## config.mk

```make
export PLATFORM = sky130hd
export DESIGN_NAME = pc_sequencer
export DESIGN_NICKNAME = d
export VERILOG_FILES = /design/src/rtl/pc_sequencer_pkg.sv /design/src/rtl/pc_sequencer_seq_counter.sv /design/src/rtl/pc_sequencer.sv
export SDC_FILE = /design/constraint.sdc
export NUM_CORES = 1
export LEC_CHECK = 0
export CORE_ASPECT_RATIO = 0.75
export CORE_MARGIN = 10
export CORE_UTILIZATION = 36
export DETAILED_ROUTE_END_ITERATION = 10
export PLACE_DENSITY_LB_ADDON = 0.25
export SYNTH_ARGS = -nofsm -noshare
export SYNTH_HDL_FRONTEND = slang
export SYNTH_SLANG_ARGS = --single-unit
```

## constraint.sdc

```tcl
create_clock -name CLK -period 4 [get_ports CLK]
set_clock_uncertainty 0.2 [all_clocks]
set_input_delay 0.4 -clock CLK [delete_from_list [all_inputs] [get_ports CLK]]
set_output_delay 0.4 -clock CLK [all_outputs]
set_load 0.02 [all_outputs]
```

## src/rtl/pc_sequencer_pkg.sv

```systemverilog
`default_nettype none
//==============================================================================
// Module      : pc_sequencer_pkg
// Description : Shared definitions for the PC sequencer. Holds the default
//               PC/target width, the FSM state encodings and the widths of
//               the internal flush and wait counters.
// Revision    : 1.0 - initial release
//==============================================================================
package pc_sequencer_pkg;

  // Default program-counter / branch-target width
  localparam int DATA_W = 16;

  // State encodings, also presented on the state output
  localparam logic [1:0] S_RUN      = 2'd0;
  localparam logic [1:0] S_WAIT_MEM = 2'd1;
  localparam logic [1:0] S_FLUSH    = 2'd2;
  localparam logic [1:0] S_HALT     = 2'd3;

  // Counter widths cover the full legal parameter ranges
  // (FLUSH_CYCLES 1..7, MEM_TIMEOUT 1..255)
  localparam int FLUSH_CNT_W = 3;
  localparam int WAIT_CNT_W  = 8;

endpackage
`default_nettype wire

```

## src/rtl/pc_sequencer_seq_counter.sv

```systemverilog
`default_nettype none
//==============================================================================
// Module      : seq_counter
// Description : Small saturating counter with synchronous clear and load.
//               UP=1 counts up and stops at LIMIT; UP=0 counts down and stops
//               at zero. The single done flag reports count==LIMIT when
//               counting up and count==0 when counting down.
// Ports       : clk      - clock, rising edge
//               rst      - asynchronous active-high reset (count -> 0)
//               clr      - synchronous clear (highest priority)
//               load     - synchronous load of load_val (clamped to LIMIT)
//               load_val - value for load
//               step     - advance one count in the configured direction
//               done     - limit (UP=1) or zero (UP=0) reached
// Revision    : 1.0 - initial release
//==============================================================================
module seq_counter #(
  parameter int WIDTH = 8,
  parameter int LIMIT = 255,
  parameter bit UP    = 1'b1
) (
  input  logic             clk,
  input  logic             rst,
  input  logic             clr,
  input  logic             load,
  input  logic [WIDTH-1:0] load_val,
  input  logic             step,
  output logic             done
);

  localparam logic [WIDTH-1:0] C_LIMIT = WIDTH'(LIMIT);

  logic [WIDTH-1:0] r_count;

  always_ff @(posedge clk or posedge rst) begin
    if (rst) begin
      r_count <= '0;
    end else if (clr) begin
      r_count <= '0;
    end else if (load) begin
      r_count <= (load_val > C_LIMIT) ? C_LIMIT : load_val;
    end else if (step) begin
      // Saturate at the end of travel instead of wrapping
      if (UP) begin
        if (r_count != C_LIMIT) r_count <= r_count + 1'b1;
      end else begin
        if (r_count != '0) r_count <= r_count - 1'b1;
      end
    end
  end

  assign done = UP ? (r_count == C_LIMIT) : (r_count == '0);

endmodule
`default_nettype wire

```

## src/rtl/pc_sequencer.sv

```systemverilog
`default_nettype none
//==============================================================================
// Module      : pc_sequencer
// Description : Program-counter sequencing FSM. Decides each cycle whether the
//               PC increments, stalls, or loads a redirect address, and drives
//               the wrong-path flush and the fetch-timeout error flag. Every
//               output is registered on the rising edge so a negedge-clocked
//               PC samples stable values half a cycle later.
// Ports       : CLK           - clock, rising edge
//               RST           - asynchronous active-high reset
//               branch_req    - taken branch/jump this cycle
//               branch_target - redirect address, valid with branch_req
//               hazard_stall  - decode load-use hold request
//               imem_ready    - instruction memory delivered current fetch
//               halt_req      - level-sensitive halt request
//               resume        - pulse that leaves HALT
//               PCSRC         - load dr into the PC
//               STALL         - freeze the PC
//               dr            - redirect address (holds when PCSRC=0)
//               flush         - kill wrong-path fetch/decode instructions
//               fetch_err     - sticky memory-timeout flag
//               state         - current FSM state
// Revision    : 1.0 - initial release
//==============================================================================
module pc_sequencer
  import pc_sequencer_pkg::*;
#(
  parameter int DATA_W       = pc_sequencer_pkg::DATA_W,
  parameter int FLUSH_CYCLES = 2,
  parameter int MEM_TIMEOUT  = 15
) (
  input  logic              CLK,
  input  logic              RST,
  input  logic              branch_req,
  input  logic [DATA_W-1:0] branch_target,
  input  logic              hazard_stall,
  input  logic              imem_ready,
  input  logic              halt_req,
  input  logic              resume,
  output logic              PCSRC,
  output logic              STALL,
  output logic [DATA_W-1:0] dr,
  output logic              flush,
  output logic              fetch_err,
  output logic [1:0]        state
);

  localparam logic [FLUSH_CNT_W-1:0] C_FLUSH_LOAD = FLUSH_CNT_W'(FLUSH_CYCLES - 1);

  logic [1:0]        r_state;
  logic [1:0]        w_state_nxt;
  logic              r_pcsrc;
  logic              r_stall;
  logic              r_flush;
  logic              r_fetch_err;
  logic              r_pend;
  logic [DATA_W-1:0] r_dr;
  logic [DATA_W-1:0] r_pend_tgt;

  logic              w_pcsrc_nxt;
  logic              w_stall_nxt;
  logic              w_flush_nxt;
  logic              w_err_nxt;
  logic              w_pend_nxt;
  logic [DATA_W-1:0] w_dr_nxt;
  logic [DATA_W-1:0] w_pend_tgt_nxt;

  logic              w_branch_avail;
  logic [DATA_W-1:0] w_branch_tgt;
  logic              w_take_branch;
  logic              w_resume_ok;
  logic              w_wait_clr;
  logic              w_flush_done;
  logic              w_wait_done;

  // A fresh branch overrides an older pending one
  assign w_branch_avail = branch_req | r_pend;
  assign w_branch_tgt   = branch_req ? branch_target : r_pend_tgt;
  assign w_resume_ok    = resume & ~halt_req;

  // A branch is taken from RUN, or straight out of WAIT_MEM as memory returns
  // so the held redirect is issued without an extra idle cycle. Halt wins.
  assign w_take_branch = ~halt_req & w_branch_avail &
                         ((r_state == S_RUN) | ((r_state == S_WAIT_MEM) & imem_ready));

  assign w_wait_clr = (r_state == S_RUN) & ~halt_req & ~w_branch_avail & ~imem_ready;

  // Flush counter: loaded on redirect, counts down through FLUSH
  seq_counter #(
    .WIDTH (FLUSH_CNT_W),
    .LIMIT (FLUSH_CYCLES - 1),
    .UP    (1'b0)
  ) u_flush_cnt (
    .clk      (CLK),
    .rst      (RST),
    .clr      (1'b0),
    .load     (w_take_branch),
    .load_val (C_FLUSH_LOAD),
    .step     (r_state == S_FLUSH),
    .done     (w_flush_done)
  );

  // Wait counter: cleared on entry to WAIT_MEM, counts WAIT_MEM cycles.
  // The limit is MEM_TIMEOUT-1 because the entry cycle holds count 0, so
  // done marks the last permitted WAIT_MEM cycle.
  seq_counter #(
    .WIDTH (WAIT_CNT_W),
    .LIMIT (MEM_TIMEOUT - 1),
    .UP    (1'b1)
  ) u_wait_cnt (
    .clk      (CLK),
    .rst      (RST),
    .clr      (w_wait_clr),
    .load     (1'b0),
    .load_val ('0),
    .step     (r_state == S_WAIT_MEM),
    .done     (w_wait_done)
  );

  // State and output registers
  always_ff @(posedge CLK or posedge RST) begin
    if (RST) begin
      r_state     <= S_RUN;
      r_pcsrc     <= 1'b0;
      r_stall     <= 1'b0;
      r_flush     <= 1'b0;
      r_fetch_err <= 1'b0;
      r_dr        <= '0;
      r_pend      <= 1'b0;
      r_pend_tgt  <= '0;
    end else begin
      r_state     <= w_state_nxt;
      r_pcsrc     <= w_pcsrc_nxt;
      r_stall     <= w_stall_nxt;
      r_flush     <= w_flush_nxt;
      r_fetch_err <= w_err_nxt;
      r_dr        <= w_dr_nxt;
      r_pend      <= w_pend_nxt;
      r_pend_tgt  <= w_pend_tgt_nxt;
    end
  end

  // Next-state logic
  always_comb begin
    w_state_nxt = r_state;
    case (r_state)
      S_RUN: begin
        if (halt_req)            w_state_nxt = S_HALT;
        else if (w_branch_avail) w_state_nxt = S_FLUSH;
        else if (!imem_ready)    w_state_nxt = S_WAIT_MEM;
        else                     w_state_nxt = S_RUN;
      end
      S_WAIT_MEM: begin
        if (imem_ready)       w_state_nxt = w_take_branch ? S_FLUSH : S_RUN;
        else if (w_wait_done) w_state_nxt = S_HALT;
        else                  w_state_nxt = S_WAIT_MEM;
      end
      S_FLUSH: begin
        // Halt requests wait until the wrong-path window has closed
        if (w_flush_done) w_state_nxt = S_RUN;
      end
      S_HALT: begin
        if (w_resume_ok) w_state_nxt = S_RUN;
      end
      default: w_state_nxt = S_RUN;
    endcase
  end

  // Output logic (values registered at the next rising edge)
  always_comb begin
    w_pcsrc_nxt    = w_take_branch;
    w_dr_nxt       = w_take_branch ? w_branch_tgt : r_dr;
    w_flush_nxt    = w_take_branch | ((r_state == S_FLUSH) & ~w_flush_done);
    w_stall_nxt    = 1'b0;
    w_err_nxt      = r_fetch_err;
    w_pend_nxt     = r_pend;
    w_pend_tgt_nxt = r_pend_tgt;

    case (r_state)
      S_RUN: begin
        w_stall_nxt = halt_req | (~w_branch_avail & (~imem_ready | hazard_stall));
      end
      S_WAIT_MEM: begin
        w_stall_nxt = ~imem_ready;
        if (!imem_ready && w_wait_done) w_err_nxt = 1'b1;
      end
      S_FLUSH: begin
        w_stall_nxt = 1'b0;
      end
      S_HALT: begin
        w_stall_nxt = ~w_resume_ok;
        if (w_resume_ok) w_err_nxt = 1'b0;
      end
      default: w_stall_nxt = 1'b0;
    endcase

    if (w_take_branch) begin
      w_pend_nxt = 1'b0;
    end else if ((r_state == S_WAIT_MEM) && branch_req) begin
      w_pend_nxt     = 1'b1;
      w_pend_tgt_nxt = branch_target;
    end
  end

  assign PCSRC     = r_pcsrc;
  assign STALL     = r_stall;
  assign dr        = r_dr;
  assign flush     = r_flush;
  assign fetch_err = r_fetch_err;
  assign state     = r_state;

endmodule
`default_nettype wire

```

== Word level (Yosys, flattened, before mapping) ==
Index checks and enable logic that the tools add are counted.

* Add/sub/neg operators: 2
* Eq/ne operators: 8
* Mux-type cells: 22
* Bitwise logic cells: 20
* Reductions and logical operators: 17

{| class="wikitable"
|+ Operators by type and width
! cell !! count
|-
| 2-to-1 mux 8 bit || 3
|-
| 2-to-1 mux 16 bit || 1
|-
| 2-to-1 mux 2 bit || 7
|-
| nonzero test 2 bit || 6
|-
| bitwise AND 1 bit || 9
|-
| 2-to-1 mux 3 bit || 3
|-
| adder 8 x 1 -> 8 bit (second input constant) || 1
|-
| equality test 8 x 4 -> 1 bit (second input constant) || 1
|-
| != test 8 x 4 -> 1 bit (second input constant) || 1
|-
| one-hot mux 2 bit (4 select lines) || 1
|-
| AND reduction 2 bit || 4
|-
| != test 2 bit (second input constant) || 3
|-
| NOT 1 bit || 6
|-
| 2-to-1 mux 1 bit || 5
|-
| OR 1 bit || 5
|-
| equality test 2 bit (second input constant) || 2
|-
| one-hot mux 1 bit (4 select lines) || 1
|-
| logical NOT 3 bit || 1
|-
| AND reduction 3 bit || 1
|-
| nonzero test 3 bit || 1
|-
| subtractor 3 x 1 -> 3 bit (second input constant) || 1
|-
| equality test 2 x 1 -> 1 bit (second input constant) || 1
|-
| logical AND 1 bit || 2
|-
| logical NOT 2 bit || 1
|-
| other kinds (2) || 2
|}

* Flip-flop bits (word level): 50
* Output and inout port bits: 22
* Word-level logic and storage cells: 79

== Logic depth before layout (Yosys ltp) ==
Gate-level depths: netlist (run 1).

* Word-level depth: 7
* Gate-level depth with buffers: 7
* Mapped depth without buffers: 6

== Cells and area by module ==
A second synthesis (run 1) with hierarchy kept.

* Cell total of the unflattened synthesis: 203
* Area, all modules: 2543.7 µm²

{| class="wikitable"
|+ By module, submodules not included
! module !! instances !! cells an instance !! area each (µm²)
|-
| pc_sequencer || 1 || 129 || 1816.7
|-
| seq_counter at u_wait_cnt || 1 || 56 || 536.8
|-
| seq_counter at u_flush_cnt || 1 || 18 || 190.2
|}

== Worst setup path after synthesis (run 1) ==
No wires, ideal clock.

* Path kind: flip-flop to flip-flop
* Start: register r_state[1] (netlist: state[1])
* End: register r_dr[4] (netlist: dr[4])
* Setup time: 0.119 ns
* Arrival: 1.607 ns
* Data required time: 3.681 ns
* Slack: 2.074 ns
* Stages on the path, launching flop included: 8
* Path buffers: 3
* Cells stage by stage: dfrtp_1 -> buf_6 -> or2_4 -> or3_1 -> buf_6 -> buf_6 -> nand2_1 -> o21ai_2

* Cells in the longest elaborated chain, start to end: 4
* Elaborated cells on any way between the ends: 5
* Classes of those cells: eq/ne: 1; bitwise: 3; reduce/logical: 1

{| class="wikitable"
|+ Ends and longest elaborated chain
! element !! RTL line !! source
|-
| start: declaration || pc_sequencer.sv:50 || <nowiki>logic [1:0] r_state;</nowiki>
|-
| start signal: assignment || pc_sequencer.sv:132 || <nowiki>r_state <= w_state_nxt;</nowiki>
|-
| equality test 2 x 1 -> 1 bit || pc_sequencer.sv:84 || <nowiki>((r_state == S_RUN) | ((r_state == S_WAIT_MEM) & imem_ready));</nowiki>
|-
| bitwise AND 1 bit || pc_sequencer.sv:84 ||
|-
| OR 1 bit * || pc_sequencer.sv:84 ||
|-
| bitwise AND 1 bit * || pc_sequencer.sv:83 || <nowiki>assign w_take_branch = ~halt_req & w_branch_avail &</nowiki>
|-
| end signal: assignment || pc_sequencer.sv:137 || <nowiki>r_dr <= w_dr_nxt;</nowiki>
|-
| end: declaration || pc_sequencer.sv:57 || <nowiki>logic [DATA_W-1:0] r_dr;</nowiki>
|}

Mark *: on every way between the ends. The rest lies on a longest branch, timed or not.
A chain may end at the register's enable or synchronous reset.

== Final worst setup path (run 1) ==
* Start: input branch_req
* End: register r_flush (netlist: flush)

* Cells in the longest elaborated chain, start to end: 4

{| class="wikitable"
|+ Ends and longest elaborated chain
! element !! RTL line !! source
|-
| start: declaration || pc_sequencer.sv:34 || <nowiki>input logic branch_req,</nowiki>
|-
| OR 1 bit || pc_sequencer.sv:77 || <nowiki>assign w_branch_avail = branch_req | r_pend;</nowiki>
|-
| bitwise AND 1 bit (2 in a row) || pc_sequencer.sv:83 ||
|-
| named net u_flush_cnt.load || pc_sequencer_seq_counter.sv:25 || <nowiki>input logic load,</nowiki>
|-
| OR 1 bit || pc_sequencer.sv:173 || <nowiki>w_flush_nxt = w_take_branch | ((r_state == S_FLUSH) & ~w_flush_done);</nowiki>
|-
| named net w_flush_nxt || pc_sequencer.sv:62 || <nowiki>logic w_flush_nxt;</nowiki>
|-
| end signal: assignment || pc_sequencer.sv:135 || <nowiki>r_flush <= w_flush_nxt;</nowiki>
|-
| end: declaration || pc_sequencer.sv:54 || <nowiki>logic r_flush;</nowiki>
|}

The timed path passes the listed nets, and every way through them passes these cells.

==> results.sh, run 1 <==
export IMPL_coreArea_mm2=0.00638
export IMPL_fp_row_count=25
export IMPL_io_pins=45
export IMPL_dr_pass1_iters=4
export IMPL_clk_latency_ns=0.30
export IMPL_finalSetupViolCount=0
export IMPL_worstHoldPathType="input port to asynchronous set/reset pin"
export IMPL_cap_violations=0
export IMPL_grt_ovfl_total=0
export IMPL_ys_seq_area_share_pct=52.2
export IMPL_power_leakage_nw=1.35
export IMPL_crit_arrival_ns=2.22
export IMPL_synth_seq_cells=50
export IMPL_port_buffers=44
export IMPL_syn_inst=204
export IMPL_hold_violations=0
export IMPL_required_ns=3.99
export IMPL_holdWs_ns=0.287
export IMPL_grt_max_degree=35
export IMPL_h_tree_depth=2
export IMPL_synth_flop_cell="dfrtp_1"
export IMPL_die_y_um=90.7
export IMPL_syn_area_per_cell_um2=11.8
export IMPL_cts_setup_buffers=0
export IMPL_vias=1586
export IMPL_clk_pin_slew_worst_paths_ns=0.10
export IMPL_synth_nets=231
export IMPL_cts_resized_gates=0
export IMPL_setup_worst_path_class="input port to register"
export IMPL_fill_cells=617
export IMPL_power_frac_comb_pct=40.6
export IMPL_endpoint_kind="register"
export IMPL_synthArstFlopShare_pct=100
export IMPL_status="finished, final reports clean"
export IMPL_drc=0
export IMPL_timing_rr_start="state[0]$_DFFE_PP0P_"
export IMPL_clockBufferDepth=2
export IMPL_yosysUniqueCellTypes=44
export IMPL_fmax_mhz=448
export IMPL_wire_per_inst_um=14.6
export IMPL_regToRegSetupSlack_ns=1.88
export IMPL_p_seq_share_pct=44.1
export IMPL_synth_cell_area_mm2=0.00240
export IMPL_ys_warnings_count=0
export IMPL_p_sw_share_pct=36.6
export IMPL_routed_wl_mm=4.82
export IMPL_dp_hpwl_mm=3.56
export IMPL_synth_edf_count=0
export IMPL_nNetsFinal=275
export IMPL_drtIter0Drc=97
export IMPL_place_area_mm2=0.00287
export IMPL_numCtsBuffers=5
export IMPL_multi_input_area_mm2=0.00101
export IMPL_power_internal_mw=1.21
export IMPL_grt_pass1_wl_mm=8.28
export IMPL_p_switching_mw=0.702
export IMPL_antenna_cells=0
export IMPL_post_route_util_pct=46.4
export IMPL_drv_slew=0
export IMPL_dieWidth_um=114
export IMPL_antenna_found_initial=0
export IMPL_cts_hold_repair_buffers=0
export IMPL_fin_crit_sh_pct=55.8
export IMPL_power_mw=1.91
export IMPL_ctsRootBufferMaster="clkbuf_8"
export IMPL_path_max_fanout=34
export IMPL_gp_congestion=0.757
export IMPL_crit_path_start_kind="input port"
export IMPL_grtUsageTotal_pct=9.77
export IMPL_grt_pass1_vias=1608
export IMPL_powerDensity_mw_per_mm2=647
export IMPL_ant_nets=0
export IMPL_r2r_cells=5
export IMPL_clkPwrFrac_pct=15.3
export IMPL_syn2layout_area_growth_pct=23.5
export IMPL_worst_pin_slew_ns=0.668
export IMPL_start_util_pct=37.6
export IMPL_rsz0062_at_grt="no"
export IMPL_clock_sinks=50
export IMPL_min_period_ns=2.23
export IMPL_setup_tns_ns=0
export IMPL_drive_above_1_share_pct=20.1
export IMPL_ir_drop_v=0.000271
export IMPL_relSlewSlack_pct=55.1
export IMPL_cts_tree="yes"
export IMPL_stdcell_area_mm2=0.00296
export IMPL_register_area_mm2=0.00125
export IMPL_timing_rr_end="flush$_DFF_PP0_"
export IMPL_viasPerCell=4.81
export IMPL_fp_dieArea_mm2=0.0104
-- logic make-up after synthesis --
| kind of cell | count (synthesis) | synth area share, % |
|---|---|---|
| simple gates | 57 | 12.6 |
| flops | 50 | 52.2 |
| xor+xnor | 5 | 1.83 |
| mux | 32 | 14.2 |
| compound gates | 35 | 11.6 |
| buf+inv | 21 | 5.48 |
| fa+ha+maj | 4 | 2.09 |
-- power groups by stage --
stage	logic, mW	clock network, mW	registers (mW)
6_report	0.777	0.293	0.845
5_1_grt	0.865	0.331	0.876
4_1_cts	0.793	0.307	0.846
3_5_place_dp	0.791	0	0.854
3_3_place_gp	0.771	0	0.848
2_1_floorplan	0.473	0	0.904
-- layout by cell type (no fill, tap or decap), types with 4 or more instances in the layout --
master	instances
a211oi_1	4
clkbuf_8	5
clkdlybuf4s50_1	44
dfrtp_1	50
ha_1	4
inv_1	10
mux2_2	16
mux2i_1	16
nand2_1	21
nor2_1	11
o21ai_2	13
-- worst max path at each step --
stage,startpoint,end,slack [ns]
final,branch_req,flush$_DFF_PP0_,1.77
after global routing,branch_req,flush$_DFF_PP0_,1.64
after CTS,branch_req,flush$_DFF_PP0_,1.77
after detailed placement,branch_req,flush$_DFF_PP0_,1.45
after global placement,branch_req,flush$_DFF_PP0_,1.46
after floorplan,state[1]$_DFFE_PP0P_,dr[4]$_DFFE_PP0P_,2.07
-- area by class of cell --
type | count | area share (%)
clock buffer | 5 | 2.32
clock inverter | 3 | 0.718
tap | 81 | 3.42
multi-input combinational | 133 | 34.3
inverter | 11 | 1.39
sequential | 50 | 42.2
timing repair buffer | 47 | 15.6
-- worst max-delay path: stages --
cell and delay (ns):
clkdlybuf4s50_1 0.40, buf_4 0.24, nor2_1 0.20, or3_1 0.12, buf_4 0.35, inv_1 0.16
or2_2 0.31
-- metrics by stage --
stage,setup slack [ns],cells
after global routing,1.64,330
after detailed placement,1.45,322
final,1.77,330
after floorplan,2.07,204
after global placement,1.46,322
after CTS,1.77,330
-- cell usage after synthesis (all sizes together), types with 2 or more instances --
library cell  instances  share of area [%]
buf                   8                3.4
nand3                 4                1.0
and2                  2               0.52
a211oi                4                1.3
xnor2                 2               0.73
a31o                  2               0.73
mux2                 16                7.5
nor2                 11                1.7
o21ai                18                5.8
nor2b                 3               0.78
inv                  11                1.7
clkbuf                2               0.31
and3                  2               0.52
mux2i                16                6.7
ha                    4                2.1
xor2                  3                1.1
nand2                21                3.3
a21oi                 3               0.63
nor4                  2                1.4
dfrtp                50                 52
nand4                 3               0.78
nand2b                2               0.52
or2                   3               0.89
-- layer usage --
| metal | track usage (%) | up-vias | part of all wire (%) |
|---|---|---|---|
| met5 | 0 | - | 0 |
| met4 | 2.81 | 0 | 0.71 |
| met3 | 3.39 | 2 | 4.9 |
| met2 | 14.3 | 23 | 46 |
| met1 | 13.2 | 758 | 48 |
| li1 | - | 803 | - |
-- state kept, by name, indices dropped and copies added (netlist names), 2 cells and up --
register,count
u_wait_cnt.r_count,8
r_pend_tgt,16
state,2
u_flush_cnt.r_count,3
dr,16
Power figures use the tool's default switching activity.
==> run 2: changes to the inputs <==
Clock period 4 ns to 2.25 ns, I/O delays scaled along.
==> run 2 against run 1 <==
First-iteration DRC count shrank 44%. Critical path depth is 5 lower. Via count down 0.25%. Clock power rose by 74%. Wire length down 1.6%. Sequential cell count unchanged. Sequential share of layout area fell by 0.89 points. Sequential power grew 74%. Core utilization is 1.0 points higher. Global-route usage hardly changed. Non-clock buffer count rose by 6. Highest routed layer unchanged.
==> results.sh, run 2 (synthesis gave the netlist of run 1 again) <==
export IMPL_multi_input_area_mm2=0.00101
export IMPL_dr_wl_met2_mm=2.10
export IMPL_start_util_pct=37.6
export IMPL_min_period_ns=1.97
export IMPL_ant_nets=0
export IMPL_drv_slew=0
export IMPL_crit_path_start_kind="register"
export IMPL_endpoint_kind="primary output"
export IMPL_io_pins=45
export IMPL_clk_latency_ns=0.30
export IMPL_timing_rr_start="state[1]$_DFFE_PP0P_"
export IMPL_fill_cells=601
export IMPL_r2r_cells=3
export IMPL_worst_pin_slew_ns=0.494
export IMPL_antenna_found_initial=0
export IMPL_dr_max_layer_used="met4"
export IMPL_setup_tns_ns=0
export IMPL_ir_drop_v=0.000477
export IMPL_path_max_fanout=8
export IMPL_vias=1582
export IMPL_p_switching_mw=1.23
export IMPL_finalSetupViolCount=0
export IMPL_final_cell_mix="dfrtp_1, clkdlybuf4s50_1, nand2_1, mux2i_1, mux2_2"
export IMPL_p_sw_share_pct=35.9
export IMPL_cts_tree="yes"
export IMPL_gp_congestion=0.792
export IMPL_clock_sinks=50
export IMPL_drt_met1_wl_mm=2.41
export IMPL_rsz0062_at_grt="no"
export IMPL_power_leakage_nw=1.38
export IMPL_grt_max_degree=34
export IMPL_required_ns=1.82
export IMPL_ctsRootBufferMaster="clkbuf_8"
export IMPL_cts_setup_buffers=0
export IMPL_worstHoldPathType="input port to asynchronous set/reset pin"
export IMPL_cts_hold_repair_buffers=0
export IMPL_regToRegSetupSlack_ns=0.32
export IMPL_numCtsBuffers=5
export IMPL_clockBufferDepth=2
export IMPL_grt_ovfl_total=0
export IMPL_power_internal_mw=2.20
export IMPL_status="finished, final reports clean"
export IMPL_dr_pass1_iters=4
export IMPL_setup_worst_path_class="register to primary output"
export IMPL_dieWidth_um=114
export IMPL_power_frac_comb_pct=42.4
export IMPL_fp_dieArea_mm2=0.0104
export IMPL_coreArea_mm2=0.00638
export IMPL_wire_per_inst_um=14.2
export IMPL_mostFrequentLayoutCell="dfrtp_1"
export IMPL_cts_resized_gates=0
export IMPL_dr_wl_met3_um=189
export IMPL_relSlewSlack_pct=67.0
export IMPL_fp_row_count=25
export IMPL_grt_pass1_wl_mm=8.36
export IMPL_viasPerCell=4.72
export IMPL_syn2layout_area_growth_pct=26.2
export IMPL_h_tree_depth=2
export IMPL_cap_violations=0
export IMPL_hold_violations=0
export IMPL_die_y_um=90.7
export IMPL_drc=0
export IMPL_antenna_cells=0
export IMPL_register_area_mm2=0.00125
export IMPL_p_seq_share_pct=42.8
export IMPL_drive_above_1_share_pct=21.7
export IMPL_post_place_ws_ns=0.189
export IMPL_fmax_mhz=509
export IMPL_nNetsFinal=281
export IMPL_timing_rr_end="r_pend_tgt[5]$_DFFE_PP0P_"
export IMPL_clkPwrFrac_pct=14.8
export IMPL_routed_wl_mm=4.74
export IMPL_dp_hpwl_mm=3.55
export IMPL_powerDensity_mw_per_mm2=1140
export IMPL_grt_pass1_vias=1735
export IMPL_fin_ws_ns=0.284
export IMPL_fin_crit_sh_pct=87.4
export IMPL_crit_arrival_ns=1.54
export IMPL_grtUsageTotal_pct=9.81
export IMPL_clk_pin_slew_worst_paths_ns=0.10
export IMPL_drtIter0Drc=54
export IMPL_port_buffers=44
==> run 2: changes by cell type in the layout (fill, tap and decap cells not counted) <==
cell	previous run	this run
clkinv_4	1	0
buf_12	0	2
buf_4	3	7
clkinvlp_4	1	2
clkinv_2	1	0
==> run 2: worst max-delay path by stage <==
| stage | slack [ns] | endpoint | cells past startpoint | start |
|---|---|---|---|---|
| floorplan | 0.32 | dr[4]$_DFFE_PP0P_ | 7 | state[1]$_DFFE_PP0P_ |
| global placement | 0.20 | dr[2]$_DFFE_PP0P_ | 6 | halt_req |
| detailed placement | 0.19 | dr[6]$_DFFE_PP0P_ | 6 | halt_req |
| CTS | 0.26 | state[0] | 2 | state[0]$_DFFE_PP0P_ |
| global route | 0.17 | r_pend_tgt[5]$_DFFE_PP0P_ | 3 | state[1]$_DFFE_PP0P_ |
| finish | 0.28 | state[0] | 2 | state[0]$_DFFE_PP0P_ |
==> run 2: power groups by stage <==
stage | logic, mW | clock network, mW | registers (mW)
global route | 1.62 | 0.579 | 1.53
floorplan | 0.840 | 0 | 1.61
detailed placement | 1.48 | 0 | 1.49
finish | 1.46 | 0.510 | 1.47
CTS | 1.49 | 0.534 | 1.48
global placement | 1.45 | 0 | 1.49
==> run 2: metal layers <==
| metal | vias up | global-route usage, % |
|---|---|---|
| met1 | 738 | 13.1 |
| li1 | 811 | - |
| met2 | 28 | 14.7 |
| met3 | 5 | 3.05 |
| met5 | - | 0 |
| met4 | 0 | 2.92 |
==> run 2: worst max-delay path, stage by stage, from the launching register on <==
cell and delay, ns:
dfrtp_1 0.44, buf_4 0.19, clkdlybuf4s50_1 0.61
==> run 2: final cells by class <==
class / count / area share (%)
tap: 81 / 3.35
clock inverter: 2 / 0.496
timing repair buffer: 53 / 17.6
multi-input combinational: 133 / 33.5
inverter: 11 / 1.36
clock buffer: 5 / 2.27
sequential: 50 / 41.4
==> run 2: through the flow <==
step                      util, %  instances  power, mW  instance area (um^2)  hold WS [ns]
after floorplan                 -        204       2.45                  2400         0.175
after global placement       46.1        328       2.94                  2940         0.261
after detailed placement     46.1        328       2.98                  2940         0.273
after CTS                    47.4        335       3.50                  3030        0.0756
after global routing         47.4        335       3.73                  3030         0.102
final                        47.4        335       3.44                  3030        0.0633
